### config.mk
export PLATFORM = sky130hd
export DESIGN_NAME = uart_tx_ctrl
export DESIGN_NICKNAME = d
export VERILOG_FILES = /design/src/rtl/uart_pkg.sv /design/src/rtl/uart_os_counter.sv /design/src/rtl/uart_tx_ctrl.sv
export SDC_FILE = /design/constraint.sdc
export NUM_CORES = 1
export LEC_CHECK = 0
export ABC_AREA = 1
export CORE_ASPECT_RATIO = 0.6
export CORE_MARGIN = 2
export CORE_UTILIZATION = 46
export CTS_CLUSTER_DIAMETER = 200
export CTS_CLUSTER_SIZE = 25
export DETAILED_ROUTE_END_ITERATION = 8
export PLACE_DENSITY = 0.68
export SLEW_MARGIN = 40
export SYNTH_ARGS = -nofsm -noshare
export SYNTH_HDL_FRONTEND = slang
export SYNTH_SLANG_ARGS = --single-unit
### constraint.sdc
create_clock -name clk -period 2.4 [get_ports clk]
set_clock_uncertainty 0.2 [all_clocks]
set_input_delay 0.36 -clock clk [delete_from_list [all_inputs] [get_ports clk]]
set_output_delay 0.36 -clock clk [all_outputs]
set_load 0.005 [all_outputs]
### src/rtl/uart_pkg.sv
//============================================================================
// uart_pkg: shared UART types, default sizing and parity helper
// Revision 1.0
//============================================================================
`default_nettype none

package uart_pkg;

   localparam int DEFAULT_DATA_WIDTH        = 8;
   localparam int DEFAULT_OVERSAMPLING_RATE = 16;

   typedef enum logic [2:0] {
      ST_IDLE   = 3'd0,
      ST_START  = 3'd1,
      ST_DATA   = 3'd2,
      ST_PARITY = 3'd3,
      ST_STOP   = 3'd4
   } uart_state_e;

   // data_xor is the XOR-reduction of the data word; odd parity inverts it.
   function automatic logic parity_bit(input logic data_xor, input logic odd);
      return data_xor ^ odd;
   endfunction

endpackage

`default_nettype wire

### src/rtl/uart_os_counter.sv
//============================================================================
// uart_os_counter: counts oversample ticks, strobes bit_end on the last one
// Revision 1.0
//============================================================================
`default_nettype none

module uart_os_counter #(
   parameter int OVERSAMPLING_RATE = 16,
   parameter int CNT_WIDTH         = 4
) (
   input  logic clk,
   input  logic rst_n,
   input  logic clr,
   input  logic tick_en,
   output logic bit_end
);

   localparam logic [CNT_WIDTH-1:0] C_LAST = CNT_WIDTH'(OVERSAMPLING_RATE - 1);

   logic [CNT_WIDTH-1:0] cnt_q;
   logic [CNT_WIDTH-1:0] cnt_d;

   // bit_end is combinational so the consumer can act in the same cycle the count wraps.
   assign bit_end = !clr && tick_en && (cnt_q == C_LAST);

   always_comb begin
      cnt_d = cnt_q;
      if (clr) begin
         cnt_d = '0;
      end else if (tick_en) begin
         cnt_d = (cnt_q == C_LAST) ? '0 : cnt_q + CNT_WIDTH'(1);
      end
   end

   always_ff @(posedge clk) begin
      if (!rst_n) begin
         cnt_q <= '0;
      end else begin
         cnt_q <= cnt_d;
      end
   end

endmodule

`default_nettype wire

### src/rtl/uart_tx_ctrl.sv
//============================================================================
// uart_tx_ctrl: UART transmit sequencer (start, data, parity, stop bits)
// Revision 1.0
//============================================================================
`default_nettype none

module uart_tx_ctrl
   import uart_pkg::*;
#(
   parameter int DATA_WIDTH        = DEFAULT_DATA_WIDTH,
   parameter int OVERSAMPLING_RATE = DEFAULT_OVERSAMPLING_RATE,
   parameter int CNT_WIDTH         = 4
) (
   input  logic                  clk,
   input  logic                  rst_n,
   input  logic                  tick_en,
   input  logic [DATA_WIDTH-1:0] tx_data,
   input  logic                  tx_valid,
   output logic                  tx_ready,
   input  logic                  parity_en,
   input  logic                  parity_odd,
   input  logic                  two_stop,
   output logic                  tx,
   output logic                  busy,
   output logic                  done
);

   localparam int                IDX_W      = $clog2(DATA_WIDTH);
   localparam logic [IDX_W-1:0]  C_LAST_IDX = IDX_W'(DATA_WIDTH - 1);

   uart_state_e           state_q, state_d;
   logic [DATA_WIDTH-1:0] shift_q, shift_d;
   logic [IDX_W-1:0]      idx_q, idx_d;
   logic                  par_en_q, par_en_d;
   logic                  par_bit_q, par_bit_d;
   logic                  two_stop_q, two_stop_d;
   logic                  stop2_q, stop2_d;
   logic                  tx_q, tx_d;
   logic                  ready_q, ready_d;
   logic                  busy_q, busy_d;
   logic                  done_q, done_d;
   logic                  bit_end;

   // Holding the counter clear while idle discards a tick in the accept cycle.
   uart_os_counter #(
      .OVERSAMPLING_RATE (OVERSAMPLING_RATE),
      .CNT_WIDTH         (CNT_WIDTH)
   ) u_os_counter (
      .clk     (clk),
      .rst_n   (rst_n),
      .clr     (state_q == ST_IDLE),
      .tick_en (tick_en),
      .bit_end (bit_end)
   );

   always_comb begin
      state_d    = state_q;
      shift_d    = shift_q;
      idx_d      = idx_q;
      par_en_d   = par_en_q;
      par_bit_d  = par_bit_q;
      two_stop_d = two_stop_q;
      stop2_d    = stop2_q;
      tx_d       = tx_q;
      ready_d    = ready_q;
      busy_d     = busy_q;
      done_d     = 1'b0;
      case (state_q)
         ST_IDLE: begin
            if (tx_valid && ready_q) begin
               shift_d    = tx_data;
               par_en_d   = parity_en;
               par_bit_d  = parity_bit(^tx_data, parity_odd);
               two_stop_d = two_stop;
               idx_d      = '0;
               stop2_d    = 1'b0;
               state_d    = ST_START;
               tx_d       = 1'b0;
               ready_d    = 1'b0;
               busy_d     = 1'b1;
            end
         end
         ST_START: begin
            if (bit_end) begin
               state_d = ST_DATA;
               tx_d    = shift_q[0];
               shift_d = shift_q >> 1;
            end
         end
         ST_DATA: begin
            if (bit_end) begin
               if (idx_q == C_LAST_IDX) begin
                  state_d = par_en_q ? ST_PARITY : ST_STOP;
                  tx_d    = par_en_q ? par_bit_q : 1'b1;
               end else begin
                  idx_d   = idx_q + IDX_W'(1);
                  tx_d    = shift_q[0];
                  shift_d = shift_q >> 1;
               end
            end
         end
         ST_PARITY: begin
            if (bit_end) begin
               state_d = ST_STOP;
               tx_d    = 1'b1;
            end
         end
         ST_STOP: begin
            if (bit_end) begin
               if (two_stop_q && !stop2_q) begin
                  stop2_d = 1'b1;
               end else begin
                  state_d = ST_IDLE;
                  done_d  = 1'b1;
                  busy_d  = 1'b0;
                  ready_d = 1'b1;
               end
            end
         end
         default: begin
            state_d = ST_IDLE;
            tx_d    = 1'b1;
            ready_d = 1'b1;
            busy_d  = 1'b0;
         end
      endcase
   end

   always_ff @(posedge clk) begin
      if (!rst_n) begin
         state_q    <= ST_IDLE;
         shift_q    <= '0;
         idx_q      <= '0;
         par_en_q   <= 1'b0;
         par_bit_q  <= 1'b0;
         two_stop_q <= 1'b0;
         stop2_q    <= 1'b0;
         tx_q       <= 1'b1;
         ready_q    <= 1'b1;
         busy_q     <= 1'b0;
         done_q     <= 1'b0;
      end else begin
         state_q    <= state_d;
         shift_q    <= shift_d;
         idx_q      <= idx_d;
         par_en_q   <= par_en_d;
         par_bit_q  <= par_bit_d;
         two_stop_q <= two_stop_d;
         stop2_q    <= stop2_d;
         tx_q       <= tx_d;
         ready_q    <= ready_d;
         busy_q     <= busy_d;
         done_q     <= done_d;
      end
   end

   assign tx       = tx_q;
   assign tx_ready = ready_q;
   assign busy     = busy_q;
   assign done     = done_q;

endmodule

`default_nettype wire

==> metrics.txt, run 1 <==
number of flops mapped to enable cells by yosys=0; Cell Chain, Critical Path=inv_1 > nand2_1 > nor2_1 > nand2_1 > a21oi_2 > nand2_1 > nand2_1 > nor2_1; worst-skew pair later-pin latency=0.27 ns; Synth async-reset ratio=0%; hold buffer count at CTS=0; total track usage=19.5%; pin count of the biggest net entering global routing=21; top-count cell post-synth=nor2_1; Routed WL=3.20 mm; status=complete, no violations; final hold vios=0; Clock Tree Root=clkbuf_8; Vias/cell=4.76; Slowest cell on crit path=dfxtp_1; crit path DAT=1.77 ns; DR vias=1,451; most frequent CP cell=nand2_1; total clock sinks=26; Worst EP required=2.38 ns; post-route antenna net violation count=0; global placer's final weighted congestion=0.871; Bufs and invs on worst path=1; crit-path max cell delay=0.34 ns; crit-path leading delay family=simple AND/OR/NAND/NOR gates; Worst-path clk slew=0.09 ns; CP Max Fanout=7; Final Max Slew Viols=0; area post-placement=1760 sq um; LEAKAGE=0.862 nW; CTS tree=done; Yosys reg bits=26; worst-margin pin slew=0.348 ns; simple logic cell fraction of the synthesized area=38.9%; initial antenna violation count=0; count of final setup violators=0; DRC marker count from the first detailed-route iteration=139; Max Fclk=558 MHz; number of gates resized after CTS=0; Synth Warn #=0; Final nets=279; # diodes=0; share of the synthesized area in the top cell type=34.2%; Final Cell Area=1830 sq um; crit path kind=reg2reg; post-DP HPWL=2.47 mm; Synth Cell Area=1520 sq um; largest family of logic cells by synthesized area=simple AND/OR/NAND/NOR gates; Synth Area in Compound Gates=14.2%; crit start category=register; vias in the first global route=1,325; I/O Buffers=18; total gr overflow=0; Post-Synth XOR/XNOR Area=1.15%; row cnt=16; depth of the CTS H-tree=1; main area contributors after synthesis=dfxtp_1 (34%), nor2_1 (14%), nand2_1 (13%); Core ar.=3200 sq um; post-synth cell types=25; area leader, netlist=dfxtp_1; die area=3800 sq um; post-DR wirelength/cell=10.5 um; DRC violations left=0; I/O pin count=19; RSZ-0062 raised after global routing=no; CP Capture Type=register; Area Overhead vs Synth=20.1%; Initial Util=47.5%; global-route wire length before repair=5.97 mm; Die X=78.2 um; DR pass1 iterations=4; main flop type after synthesis=dfxtp_1; post-synthesis adder-cell area fraction=2.47%; syn_area_per_cell=6.37 sq um; fill count=320; TritonCTS buffer count=3; Tcrit/Tclk final=74.7%; top cells by count, synth=nor2_1 (56), nand2_1 (53), dfxtp_1 (26), o21ai_0 (26), inv_1 (24); Seq/Total Area, Yosys=34.2%; Max Cap Viol=0; peak supply drop=0.472 mV; Die Y=48.6 um; PwrDens=1080 nW/um^2; Fin Setup TNS=0 ns; Slew headroom=76.6%; Mapped Cells=239; post-CTS setup buffer count=0; clk buf depth=2; post-synthesis mux area share=0.658%; Final min period=1.79 ns; syn nets=257; worst hold path type=reg2reg; layout cell share with drive strength beyond 1=8.85%
## report_power, final
part	internal (mW)	switching, mW	total (mW)	leakage (nW)
combinational	0.344	0.614	0.958	0.612
sequential	0.564	0.0861	0.650	0.214
clock	0.223	0.141	0.364	0.0357
total	1.13	0.841	1.97	0.862
## worst reg2reg max path, cell delays in order (launching register included)
cell	delay (ns)
dfxtp_1	0.34
inv_1	0.21
nand2_1	0.13
nor2_1	0.26
nand2_1	0.14
a21oi_2	0.26
nand2_1	0.08
nand2_1	0.06
nor2_1	0.03
## path summary, 6_finish.rpt
kind                            slack (ns)        to  cells past startpoint       start
worst min-delay path                  0.27   stop2_q                      2     stop2_q
worst max register to register        0.61  idx_q[2]                      8  state_q[2]
worst min register to register        0.27   stop2_q                      2     stop2_q
worst max-delay path                  0.61  idx_q[2]                      8  state_q[2]
## cell type report
cell class | instances | area, sq um | share of cell area, %
clock buffers | 3 | 41.3 | 2.26
clock inverters | 1 | 30.0 | 1.64
inverters | 28 | 110 | 6.03
repair buffers | 20 | 195 | 10.7
well taps | 45 | 56.3 | 3.08
multi-input cells | 182 | 873 | 47.8
flip-flops and latches | 26 | 520 | 28.5
## cell usage in the layout (no fill, tap or decap)
master	instances
bufinv_16	1
buf_4	2
a21oi_4	1
ha_1	3
dfxtp_1	26
nor2_2	3
nand3_2	2
a31oi_1	1
clkbuf_8	3
nor2_1	56
nand2_1	53
mux2i_1	1
nor2_8	1
a21oi_1	10
nand3_1	11
inv_2	3
xor2_1	2
o21ai_0	26
inv_1	24
nor3_1	4
clkinv_4	1
nand2_4	2
a21oi_2	1
nand3b_1	1
clkdlybuf4s50_1	18
o21ai_1	1
nand2_2	3
## sequential cells by signal (all words and copies together) (netlist names)
signal              count
two_stop_q              1
par_en_q                1
done                    1
par_bit_q               1
state_q                 3
stop2_q                 1
tx_ready                1
busy                    1
shift_q                 8
tx                      1
u_os_counter.cnt_q      4
idx_q                   3
## cells by family (layout without fill, tap and decap cells)
kind of cell,after synthesis,after routing
XOR/XNOR,2,2
buffers and inverters,31,52
adder cells (fa/ha/maj),3,3
AO/OA/AOI/OAI,40,40
multiplexers,1,1
flip-flops,26,26
AND/OR/NAND/NOR,136,136
## metal layers
layer	up-vias	GRT usage [%]	share of wire, %
li1	802	-	-
met1	617	31.4	59
met2	32	25.4	35
met3	0	5.04	5.9
met4	0	4.39	0
met5	-	0	0
## through the flow
step / std cells / power, mW / utilization (%) / setup slack, ns / hold WS, ns
2_1_floorplan: 239 / 1.38 / - / 0.813 / 0.244
3_3_place_gp: 301 / 1.61 / 54.8 / 0.391 / 0.256
3_5_place_dp: 301 / 1.60 / 54.8 / 0.378 / 0.257
4_1_cts: 305 / 1.97 / 57.0 / 0.634 / 0.271
5_1_grt: 305 / 2.17 / 57.0 / 0.412 / 0.290
6_report: 305 / 1.97 / 57.0 / 0.608 / 0.268
Power figures use the tool's default switching activity.
==> run 2: changes to the inputs <==
Settings changed: PLACE_DENSITY 0.68 to 0.71.
Clock period 2.4 ns to 1.4 ns, I/O delays scaled along.
==> metrics.txt, run 2 (synthesis results as in run 1) <==
status=finished with violations (was complete, no violations); failing checks=negative setup slack; global-route wire length before repair=7.22 mm (was 5.97 mm); total gr overflow=0 (unchanged); global placer's final weighted congestion=0.859 (was 0.871); DR pass1 iterations=5 (was 4); max FFs per register=8 (unchanged); CP Capture Type=register (unchanged); most frequent cells in the layout=nand2_1 (50), buf_4 (44), nor2_1 (43) (was nor2_1 (56), nand2_1 (53), o21ai_0 (26), dfxtp_1 (26), inv_1 (24)); Final min period=1.63 ns (was 1.79 ns); area post-placement=2050 sq um (was 1760 sq um); Clock Tree Root=clkbuf_8 (unchanged); clk buf depth=2 (unchanged); DRC violations left=0 (unchanged); layout cell share with drive strength beyond 1=39.3% (was 8.85%); multi-input logic area=1110 sq um (was 873 sq um); final hold vios=0 (unchanged); Initial Util=47.5% (unchanged); worst-skew pair later-pin latency=0.27 ns (about the same); Cell Chain, Critical Path=ha_4 > nand2_4 > nor2_8 > inv_4 > a21oi_4 > nand2_4 > clkinv_4 > nor2_1 > nor2_1 (was inv_1 > nand2_1 > nor2_1 > nand2_1 > a21oi_2 > nand2_1 > nand2_1 > nor2_1); fill count=238 (was 320); depth of the CTS H-tree=1 (unchanged); Layout Cells excl Fill=353 (was 305); Slowest cell on crit path=dfxtp_2 (was dfxtp_1); peak supply drop=1.13 mV (was 0.472 mV); LEAKAGE=1.15 nW (was 0.862 nW); Max Fclk=615 MHz (was 558 MHz); post-DP HPWL=2.97 mm (was 2.47 mm); total clock sinks=26 (unchanged); Reg area=539 sq um (was 520 sq um); Final Util=76.3% (was 57.0%); RSZ-0062 raised after global routing=yes (was no); worst slack, placed=-0.460 ns (was 0.378 ns); Final Max Slew Viols=0 (unchanged); Fin Setup TNS=-3.26 ns (was 0 ns); Final nets=327 (was 279); total power=4.40 mW (was 1.97 mW); PwrDens=1800 nW/um^2 (was 1080 nW/um^2); I/O pin count=19 (unchanged); Tcrit/Tclk final=116% (was 74.7%); DR vias=1,749 (was 1,451); Worst-path clk slew=0.10 ns (was 0.09 ns); Vias/cell=4.95 (was 4.76); CTS tree=done (unchanged); I/O Buffers=18 (unchanged); TritonCTS buffer count=3 (unchanged); crit-path max cell delay=0.36 ns (was 0.34 ns); DRC marker count from the first detailed-route iteration=123 (was 139); post-route antenna net violation count=0 (unchanged); worst hold slack=0.229 ns (was 0.268 ns); Top reg by flops=shift_q (unchanged); Slew headroom=78.7% (was 76.6%); count of final setup violators=21 (was 0); post-DR wirelength/cell=13.5 um (was 10.5 um); commonest non-fill, non-tap cell in the layout=nand2_1 (was nor2_1); Core ar.=3200 sq um (unchanged); Final Cell Area=2440 sq um (was 1830 sq um); row cnt=16 (unchanged); dpl cells=336 (was 301); fin worst setup slack=-0.226 ns (was 0.608 ns); total track usage=24.0% (was 19.5%); # diodes=0 (unchanged); crit-path leading delay family=simple AND/OR/NAND/NOR gates (unchanged); crit start category=register (unchanged); Die Y=48.6 um (unchanged); initial antenna violation count=0 (unchanged); CP Max Fanout=8 (was 7); Worst EP required=1.41 ns (was 2.38 ns); worst hold path type=in2reg (was reg2reg); vias in the first global route=1,586 (was 1,325); crit path DAT=1.64 ns (was 1.77 ns); worst-margin pin slew=0.317 ns (was 0.348 ns); Bufs and invs on worst path=2 (was 1); Area Overhead vs Synth=60.5% (was 20.1%); Die X=78.2 um (unchanged); Max Cap Viol=0 (unchanged); Routed WL=4.75 mm (was 3.20 mm); pin count of the biggest net entering global routing=15 (was 21); die area=3800 sq um (unchanged); crit path kind=reg2reg (unchanged); Top Registers=shift_q x8, u_os_counter.cnt_q x4 (unchanged)
run 2: final timing paths:
check	slack [ns]	cells after the start	end	from
worst max-delay path	-0.23	9	shift_q[3]	u_os_counter.cnt_q[1]
worst min-delay path	0.23	5	done	tick_en
worst max register to register	-0.23	9	shift_q[3]	u_os_counter.cnt_q[1]
worst min register to register	0.26	2	busy	busy
run 2: worst min-delay path: cells and delay by family:
family	cells	cell delay (ns)
simple gates	4	0.29
buf+inv	1	0.16
run 2: power breakdown:
| part | leakage, nW | internal [mW] | total, mW | switching [mW] |
|---|---|---|---|---|
| registers | 0.217 | 1.00 | 1.20 | 0.197 |
| logic | 0.908 | 1.17 | 2.70 | 1.53 |
| clock network | 0.0288 | 0.252 | 0.499 | 0.247 |
run 2: layer usage:
metal,wire length [um],part of all wire [%],track usage (%)
met5,0,0,0
met4,57,1.2,3.51
met3,302,6.4,5.22
met2,2190,46,38.8
met1,2200,46,33.8
run 2: what timing repair did:
item / 4_1_cts / 5_1_grt
pin swaps: 16 / 17
hold buffers: 0 / 0
buffers inserted: 9 / 3
cloned: 1 / 0
hold endpoints to repair: 0 / 0
resized for setup: 50 / 32
endpoints found under the setup margin: 28 / 26
run 2: layout make-up:
type | instances | share of cell area, %
flip-flops and latches | 26 | 22.1
repair buffers | 67 | 23.3
well taps | 45 | 2.31
inverters | 28 | 4.71
clock buffers | 4 | 2.25
multi-input cells | 183 | 45.4
